### config.mk
export PLATFORM = sky130hd
export DESIGN_NAME = branch_predictor
export DESIGN_NICKNAME = d
export VERILOG_FILES = /design/src/rtl/branch_predictor.sv
export SDC_FILE = /design/constraint.sdc
export NUM_CORES = 2
export LEC_CHECK = 0
export ABC_AREA = 0
export CAP_MARGIN = 25
export CELL_PAD_IN_SITES_DETAIL_PLACEMENT = 1
export CELL_PAD_IN_SITES_GLOBAL_PLACEMENT = 2
export CORE_MARGIN = 2
export CORE_UTILIZATION = 40
export CTS_BUF_LIST = sky130_fd_sc_hd__clkbuf_16
export CTS_CLUSTER_SIZE = 30
export DETAILED_ROUTE_END_ITERATION = 10
export HOLD_SLACK_MARGIN = 0.05
export PLACE_DENSITY = 0.79
export SYNTH_ARGS = -nofsm -noshare
export SYNTH_HDL_FRONTEND = slang
export SYNTH_SLANG_ARGS = --single-unit
### constraint.sdc
create_clock -name clk -period 47.8 [get_ports clk]
set_input_delay 7.17 -clock clk [delete_from_list [all_inputs] [get_ports clk]]
set_output_delay 7.17 -clock clk [all_outputs]
set_load 0.005 [all_outputs]
### src/rtl/branch_predictor.sv
// ---------------------------------------------------------------------------
// branch_predictor
// Fetch-side next-PC generator built around a direct-mapped branch target
// buffer. Each entry holds a valid bit, a tag, a target PC and a 2-bit
// saturating direction counter. The table is looked up combinationally with
// the IF-stage PC and trained by the resolved-branch stream from EX/MEM.
// Saturating counters track resolved branches and mispredictions.
//
// Ports:
//   clk          rising-edge clock for all state
//   rst          asynchronous active-high reset
//   if_pc        current fetch PC
//   pred_taken   BTB hit and counter MSB set
//   pred_pc      BTB target when pred_taken, else if_pc + 4
//   btb_hit      valid entry with matching tag for if_pc
//   upd_valid    a resolved branch/jump is presented this cycle
//   upd_pc       PC of the resolved branch
//   upd_taken    resolved direction
//   upd_target   resolved target PC (stored verbatim)
//   upd_correct  prediction for this branch was correct
//   branch_cnt   resolved branches, saturating
//   miss_cnt     mispredicted branches, saturating
// ---------------------------------------------------------------------------
module branch_predictor #(
   parameter int INDEX_W = 4,
   parameter int TAG_W   = 26,
   parameter int CNT_W   = 16
) (
   input  logic              clk,
   input  logic              rst,
   input  logic [31:0]       if_pc,
   output logic              pred_taken,
   output logic [31:0]       pred_pc,
   input  logic              upd_valid,
   input  logic [31:0]       upd_pc,
   input  logic              upd_taken,
   input  logic [31:0]       upd_target,
   input  logic              upd_correct,
   output logic              btb_hit,
   output logic [CNT_W-1:0]  branch_cnt,
   output logic [CNT_W-1:0]  miss_cnt
);

   localparam int ENTRIES = 1 << INDEX_W;

   // Per-entry state
   logic [ENTRIES-1:0] valid_r;
   logic [TAG_W-1:0]   tag_r    [ENTRIES];
   logic [31:0]        target_r [ENTRIES];
   logic [1:0]         ctr_r    [ENTRIES];

   logic [CNT_W-1:0]   branch_cnt_r;
   logic [CNT_W-1:0]   miss_cnt_r;

   // Lookup-side decode
   logic [INDEX_W-1:0] idx_s;
   logic [TAG_W-1:0]   tag_s;
   logic               hit_s;
   logic               taken_s;
   logic [31:0]        next_pc_s;

   // Update-side decode
   logic [INDEX_W-1:0] uidx_s;
   logic [TAG_W-1:0]   utag_s;
   logic               uhit_s;

   // The two byte-offset bits never take part in indexing or tagging.
   logic unused_pc_bits_s;
   assign unused_pc_bits_s = ^{if_pc[1:0], upd_pc[1:0]};

   // 2-bit direction counter, saturating upward at 3.
   function automatic logic [1:0] ctr_inc(input logic [1:0] c);
      if (c == 2'b11) begin
         ctr_inc = 2'b11;
      end else begin
         ctr_inc = c + 2'b01;
      end
   endfunction

   // 2-bit direction counter, saturating downward at 0.
   function automatic logic [1:0] ctr_dec(input logic [1:0] c);
      if (c == 2'b00) begin
         ctr_dec = 2'b00;
      end else begin
         ctr_dec = c - 2'b01;
      end
   endfunction

   // Performance counter increment, holding at all-ones.
   function automatic logic [CNT_W-1:0] cnt_inc(input logic [CNT_W-1:0] c);
      if (&c) begin
         cnt_inc = c;
      end else begin
         cnt_inc = c + {{(CNT_W-1){1'b0}}, 1'b1};
      end
   endfunction

   // Combinational lookup of the fetch PC against pre-edge table contents.
   always_comb begin
      idx_s     = if_pc[INDEX_W+1:2];
      tag_s     = if_pc[31:INDEX_W+2];
      hit_s     = valid_r[idx_s] && (tag_r[idx_s] == tag_s);
      taken_s   = hit_s && ctr_r[idx_s][1];
      next_pc_s = if_pc + 32'd4;          // wraps at 2^32
      if (taken_s) begin
         pred_pc = target_r[idx_s];
      end else begin
         pred_pc = next_pc_s;
      end
   end

   assign btb_hit    = hit_s;
   assign pred_taken = taken_s;

   // Decode of the resolved-branch PC for training.
   always_comb begin
      uidx_s = upd_pc[INDEX_W+1:2];
      utag_s = upd_pc[31:INDEX_W+2];
      uhit_s = valid_r[uidx_s] && (tag_r[uidx_s] == utag_s);
   end

   // BTB training: strengthen/weaken on hit, allocate on taken miss.
   always_ff @(posedge clk or posedge rst) begin
      if (rst) begin
         valid_r <= {ENTRIES{1'b0}};
         for (int i = 0; i < ENTRIES; i++) begin
            tag_r[i]    <= {TAG_W{1'b0}};
            target_r[i] <= 32'd0;
            ctr_r[i]    <= 2'b01;
         end
      end else if (upd_valid) begin
         if (uhit_s) begin
            if (upd_taken) begin
               ctr_r[uidx_s]    <= ctr_inc(ctr_r[uidx_s]);
               target_r[uidx_s] <= upd_target;
            end else begin
               ctr_r[uidx_s]    <= ctr_dec(ctr_r[uidx_s]);
            end
         end else if (upd_taken) begin
            // Allocation evicts whatever currently lives at this index.
            valid_r[uidx_s]  <= 1'b1;
            tag_r[uidx_s]    <= utag_s;
            target_r[uidx_s] <= upd_target;
            ctr_r[uidx_s]    <= 2'b10;
         end else begin
            // Not-taken branches never earn a BTB entry.
            valid_r <= valid_r;
         end
      end else begin
         valid_r <= valid_r;
      end
   end

   // Saturating branch and mispredict counters.
   always_ff @(posedge clk or posedge rst) begin
      if (rst) begin
         branch_cnt_r <= {CNT_W{1'b0}};
         miss_cnt_r   <= {CNT_W{1'b0}};
      end else if (upd_valid) begin
         branch_cnt_r <= cnt_inc(branch_cnt_r);
         if (!upd_correct) begin
            miss_cnt_r <= cnt_inc(miss_cnt_r);
         end else begin
            miss_cnt_r <= miss_cnt_r;
         end
      end else begin
         branch_cnt_r <= branch_cnt_r;
         miss_cnt_r   <= miss_cnt_r;
      end
   end

   assign branch_cnt = branch_cnt_r;
   assign miss_cnt   = miss_cnt_r;

endmodule

* After elaboration in Yosys (flattened, before gate mapping) *
Cells that the tools add are included.

cells by class
  add/subtract/negate cells = 5
  magnitude comparators = 6
  equality and inequality tests = 3
  muxes and demuxes = 43
  bitwise operators = 10
  reduce and logical (&&, ||, !) cells = 14

operator list
  operator               number
  $bwmux 512             1
  $bwmux 416             1
  $mux 32                7
  $bmux 26 s4            2
  $mux 26                5
  $bmux 32 s4            1
  $demux 32 s4           1
  $demux 26 s4           1
  $bwmux 32              2
  $eq 26x26->1           2
  $add 16x1->16 const B  2
  $add 32x3->32 const B  1
  $or 16x16->16          2
  $reduce_and 16->1      2
  $mux 2                 13
  $and 16x16->16         1
  $bmux 2 s4             2
  $not 16->16            1
  $ge 5x5->1 const B     2
  $lt 4x5->1 const B     2
  $not 4->5              2
  $bmux 1 s4             2
  $demux 2 s4            1
  $reduce_and 2->1       3
  12 further kinds       22

word-level totals
  register bits after elaboration = 1008
  output and inout port bits = 66
  logic and storage cells = 132

* Logic depth before layout (Yosys ltp) *
  word-level depth = 12
  depth in mapped cells = 15
  mapped depth without buffers = 9

* Worst setup path before layout *
No wires, ideal clock.

  kind = input to output
  from = in if_pc[2]
  to = out pred_pc[20]
  arrival = 10.280 ns
  required time = 40.630 ns
  setup slack = 30.350 ns
  stages = 8
  path buffers = 5
  cell sequence = buf_2 -> buf_1 -> buf_2 -> clkbuf_1 -> buf_1 -> mux4_2 -> mux4_2 -> mux2_2

between the ends
  cells in the longest elaborated chain, start to end = 8
  elaborated cells between the ends (all ways) = 17
  classes of those cells = add/sub (1); eq/ne (1); mux (12); bitwise (1); reduce/logical (2)

RTL lines
  element                                      RTL line       source
  from (decl)                                  31             input logic [31:0] if_pc,
  $not 4->5 (not written as such)              102, 103, 106
  $bmux 26 s4                                  102            hit_s = valid_r[idx_s] && (tag_r[idx_s] == tag_s);
  $mux 26 (not written as such) (2 in series)  102
  $eq 26x26->1                                 102
  $logic_and 1x1->1                            102
  $logic_and 1x1->1                            103            taken_s = hit_s && ctr_r[idx_s][1];
  $mux 32 *                                    105            if (taken_s) begin
  to (decl)                                    33             output logic [31:0] pred_pc,

Mark *: on every way between the ends. The rest lies on a longest branch, timed or not. The select of a mux whose other input is x is not followed.

* Final worst setup path *
  from = in if_pc[3]
  to = out pred_pc[18]

Same word-level chain as after synthesis.

==> summary.md <==
| Metric | Value |
|---|---|
| Ports | 167 |
| Die W | 364 microns |
| Lkg Pwr | 26.0 nW |
| NetSw | 0.713 mW |
| Hold Slack | 0.469 ns |
| CORE AREA | 0.129 sq mm |
| Total grt overflow | 0 |
| Initial antenna violation count | 10 |
| PortBufs | 164 |
| Top FF cell, synth | dfrtp_1 |
| Worst path arrival time | 13.26 ns |
| Vias in the first global route | 36900 |
| Worst slew pin tran | 1.05 ns |
| Synthesized Nets | 4118 |
| Crit path launch type | primary input |
| Post-DRT Antenna Nets | 0 |
| First-pass GRT wire length | 258000 microns |
| Largest cells by area after synthesis | dfrtp_1, mux4_2, mux2_2, nand2_1, mux2i_1 |
| Cells after Synth | 4014 |
| Routed WL per cell | 29.6 microns |
| Sequential power share | 0.455 |
| Initial Util | 0.402 |
| Placement Setup Slack | 27.35 ns |
| Largest net degree at the start of global routing | 109 |
| Final nets | 4149 |
| Status | finished clean |
| R2r setup slk | 42.68 ns |
| Power Total | 2.48 mW |
| Placed cell count | 5669 |
| Largest family of logic cells by synthesized area | multiplexers |
| # clock sinks | 1008 |
| XOR/XNOR Fraction of Synth Area | 0.0204 |
| Mean Syn Cell Area | 12.9 sq um |
| GP Congestion | 0.867 |
| Later-pin clock latency in the skew report | 0.75 ns |
| Fillers | 13100 |
| MaxCap Viol Count | 0 |
| Switch share | 0.288 |
| Final worst setup slack | 27.37 ns |
| Top-area cell type share of the netlist area | 0.478 |
| FF+latch count, synth | 1008 |
| Leading area contributor after synthesis | dfrtp_1 |
| Post-CTS Hold Fix Bufs | 0 |
| RSZ-0062 raised after global routing | false |
| Worst path depth | 14 |
| R2r worst-path depth | 10 |
| Die ar. | 0.133 sq mm |
| Final slew viol count | 0 |
| Final Skew | 0.0259 ns |
| Crit path capture type | output pin |
| Setup TNS | 0 ns |
| Non-filler cells, final | 5887 |
| Commonest non-fill, non-tap cell in the layout | dfrtp_1 |
| DRC Markers | 0 |
| Design Area, Final | 0.0587 sq mm |
| Vias per cell | 5.95 |
| Endpoints failing setup | 0 |
| TritonRoute pass-1 iters | 5 |
| Crit Path Max Fanout | 83 |
| Async S/R FF share, synth | 1.00 |
| Dpl cell area | 0.0550 sq mm |
| TritonCTS Buffers | 113 |
| Post_cts resized | 0 |
| Synth Cell Area | 0.0519 sq mm |
| DP HPWL | 104000 microns |
| Reg clk slew, reported paths | 0.06 ns |
| Final period util | 0.427 |
| Clock share of power | 0.345 |
| Share of layout cells above drive strength 1 | 0.345 |
| Post-synthesis sequential area ratio | 0.486 |
| Via count | 35000 |
| Root buffer cell | clkbuf_16 |
| 1st-iter DRT viols | 3567 |
| Post-synthesis mux area share | 0.340 |
| CP delay by family, top | buffers and inverters |
| Simple-Gate Fraction of Synth Area | 0.0881 |
| Row count | 132 |
| Most used cell, CP | buf_4 |
| Library cells used by synthesis | 72 |
| Number of synthesized flops with an enable pin | 0 |
| Hold Violations, Final | 0 |
| Slew headroom | 0.292 |
| Hold path depth | 2 |
| Synth warn | 0 |
| Maximum VDD drop | 30.9 uV |
| CTS Buffer Depth | 3 |
| Depth of the CTS H-tree | 3 |
| Most frequent cells in the layout | dfrtp_1, nand2_1, mux2_2, mux4_2, clkdlybuf4s50_1 |
| Worst Path Required | 40.63 ns |
| GRT Overall Usage | 0.265 |
| Post-CTS setup buffer count | 0 |
| Achievable frequency | 0.0489 GHz |
| Die H | 364 microns |
| Slowest cell on the critical path | buf_4 |
| WS Path Type | in2out |
| Area grow syn2layout | 13.0% |
| Comb power frac | 0.200 |
| Tmin final | 20.43 ns |
| Int Pwr | 1.76 mW |
| Worst-path cell chain | buf_8 > buf_12 > buf_4 > buf_4 > mux4_2 > mux2i_1 > xnor2_1 > mux2i_1 > nand4_1 > nor4_1 > nand4_1 > buf_4 > mux2_2 > clkdlybuf4s50_1 |
| PwrDens | 42.2 mW/mm^2 |
| Compound-cell area share of the yosys netlist | 0.0313 |
| Synth Area in Adders | 0.00111 |
| Final Util | 0.454 |
| Worst hold path class | reg2reg |
| Max stage delay on crit path | 0.83 ns |
| Routed WL | 174000 microns |
| CTS tree | yes |
| Critical path buffers and inverters | 6 |
cells in the mapped netlist (21+ instances only):
| cell type | count |
|---|---|
| nor2_1 | 67 |
| dfrtp_1 | 992 |
| nand3_1 | 36 |
| buf_6 | 26 |
| xnor2_1 | 71 |
| xor2_1 | 50 |
| nand4_1 | 28 |
| inv_1 | 22 |
| nand2_1 | 851 |
| mux2_2 | 718 |
| mux2i_1 | 132 |
| nand2b_1 | 21 |
| mux4_2 | 361 |
| buf_2 | 54 |
| buf_1 | 39 |
| or2_2 | 24 |
| clkbuf_1 | 204 |
| o21ai_0 | 22 |
| a41oi_1 | 24 |
worst register-to-register path, cell delays in order (launching register included):
cell and delay, ns:
dfrtp_1 0.41, mux4_2 0.49, mux2i_1 0.40, o21ai_0 0.15, o311a_1 0.31, nor4_1 0.89, o2111a_2 0.33, buf_4 0.62
a31oi_4 0.58, buf_4 0.46, mux2_1 0.38
power by group through the flow:
| stage | Clock, mW | Sequential (mW) | Combinational (mW) |
|---|---|---|---|
| 6_report | 0.854 | 1.13 | 0.495 |
| 5_1_grt | 0.905 | 1.15 | 0.533 |
| 4_1_cts | 0.872 | 1.12 | 0.497 |
| 3_5_place_dp | 0 | 1.14 | 0.493 |
| 3_3_place_gp | 0 | 1.13 | 0.479 |
| 2_1_floorplan | 0 | 1.10 | 0.364 |
cells by family (layout without fill, tap and decap cells):
group	count (synthesis)	in the layout
other	0	5
multiplexers	1221	1221
AND/OR/NAND/NOR	1103	1103
flip-flops	1008	1008
adder cells (fa/ha/maj)	5	5
XOR/XNOR	121	121
AO/OA/AOI/OAI	192	192
buffers and inverters	364	490
layout make-up:
type	instances	area, sq um	share of cell area
inverters	23	93.8	0.00160
well taps	1742	2180	0.0372
multi-input cells	2642	25100	0.428
flip-flops and latches	1008	25200	0.430
diodes	5	12.5	0.000213
clock buffers	114	2850	0.0486
repair buffers	257	2430	0.0414
clock inverters	96	719	0.0123
metal layers:
| metal | global-route usage | vias to the layer above | share of wire |
|---|---|---|---|
| li1 | - | 14600 | - |
| met1 | 0.373 | 19000 | 0.43 |
| met2 | 0.420 | 1156 | 0.47 |
| met3 | 0.0445 | 272 | 0.069 |
| met4 | 0.0799 | 12 | 0.029 |
| met5 | 0 | - | 0.00043 |
worst paths after layout:
kind / from / to
worst max-delay path: if_pc[3] / pred_pc[18]
worst min-delay path: target_r[156]$_DFFE_PP0P_ / target_r[156]$_DFFE_PP0P_
worst max register to register: tag_r[115]$_DFFE_PP0P_ / tag_r[297]$_DFFE_PP0P_
worst min register to register: target_r[156]$_DFFE_PP0P_ / target_r[156]$_DFFE_PP0P_
max in group asynchronous: rst / target_r[16]$_DFFE_PP0P_
min in group asynchronous: rst / miss_cnt[8]$_DFFE_PP0P_
registers in the layout (all words and copies together), names as in the netlist:
name and count:
miss_cnt 16, ctr_r 32, target_r 512, tag_r 416
valid_r 16, branch_cnt 16
(Power assumes the default switching activity.)
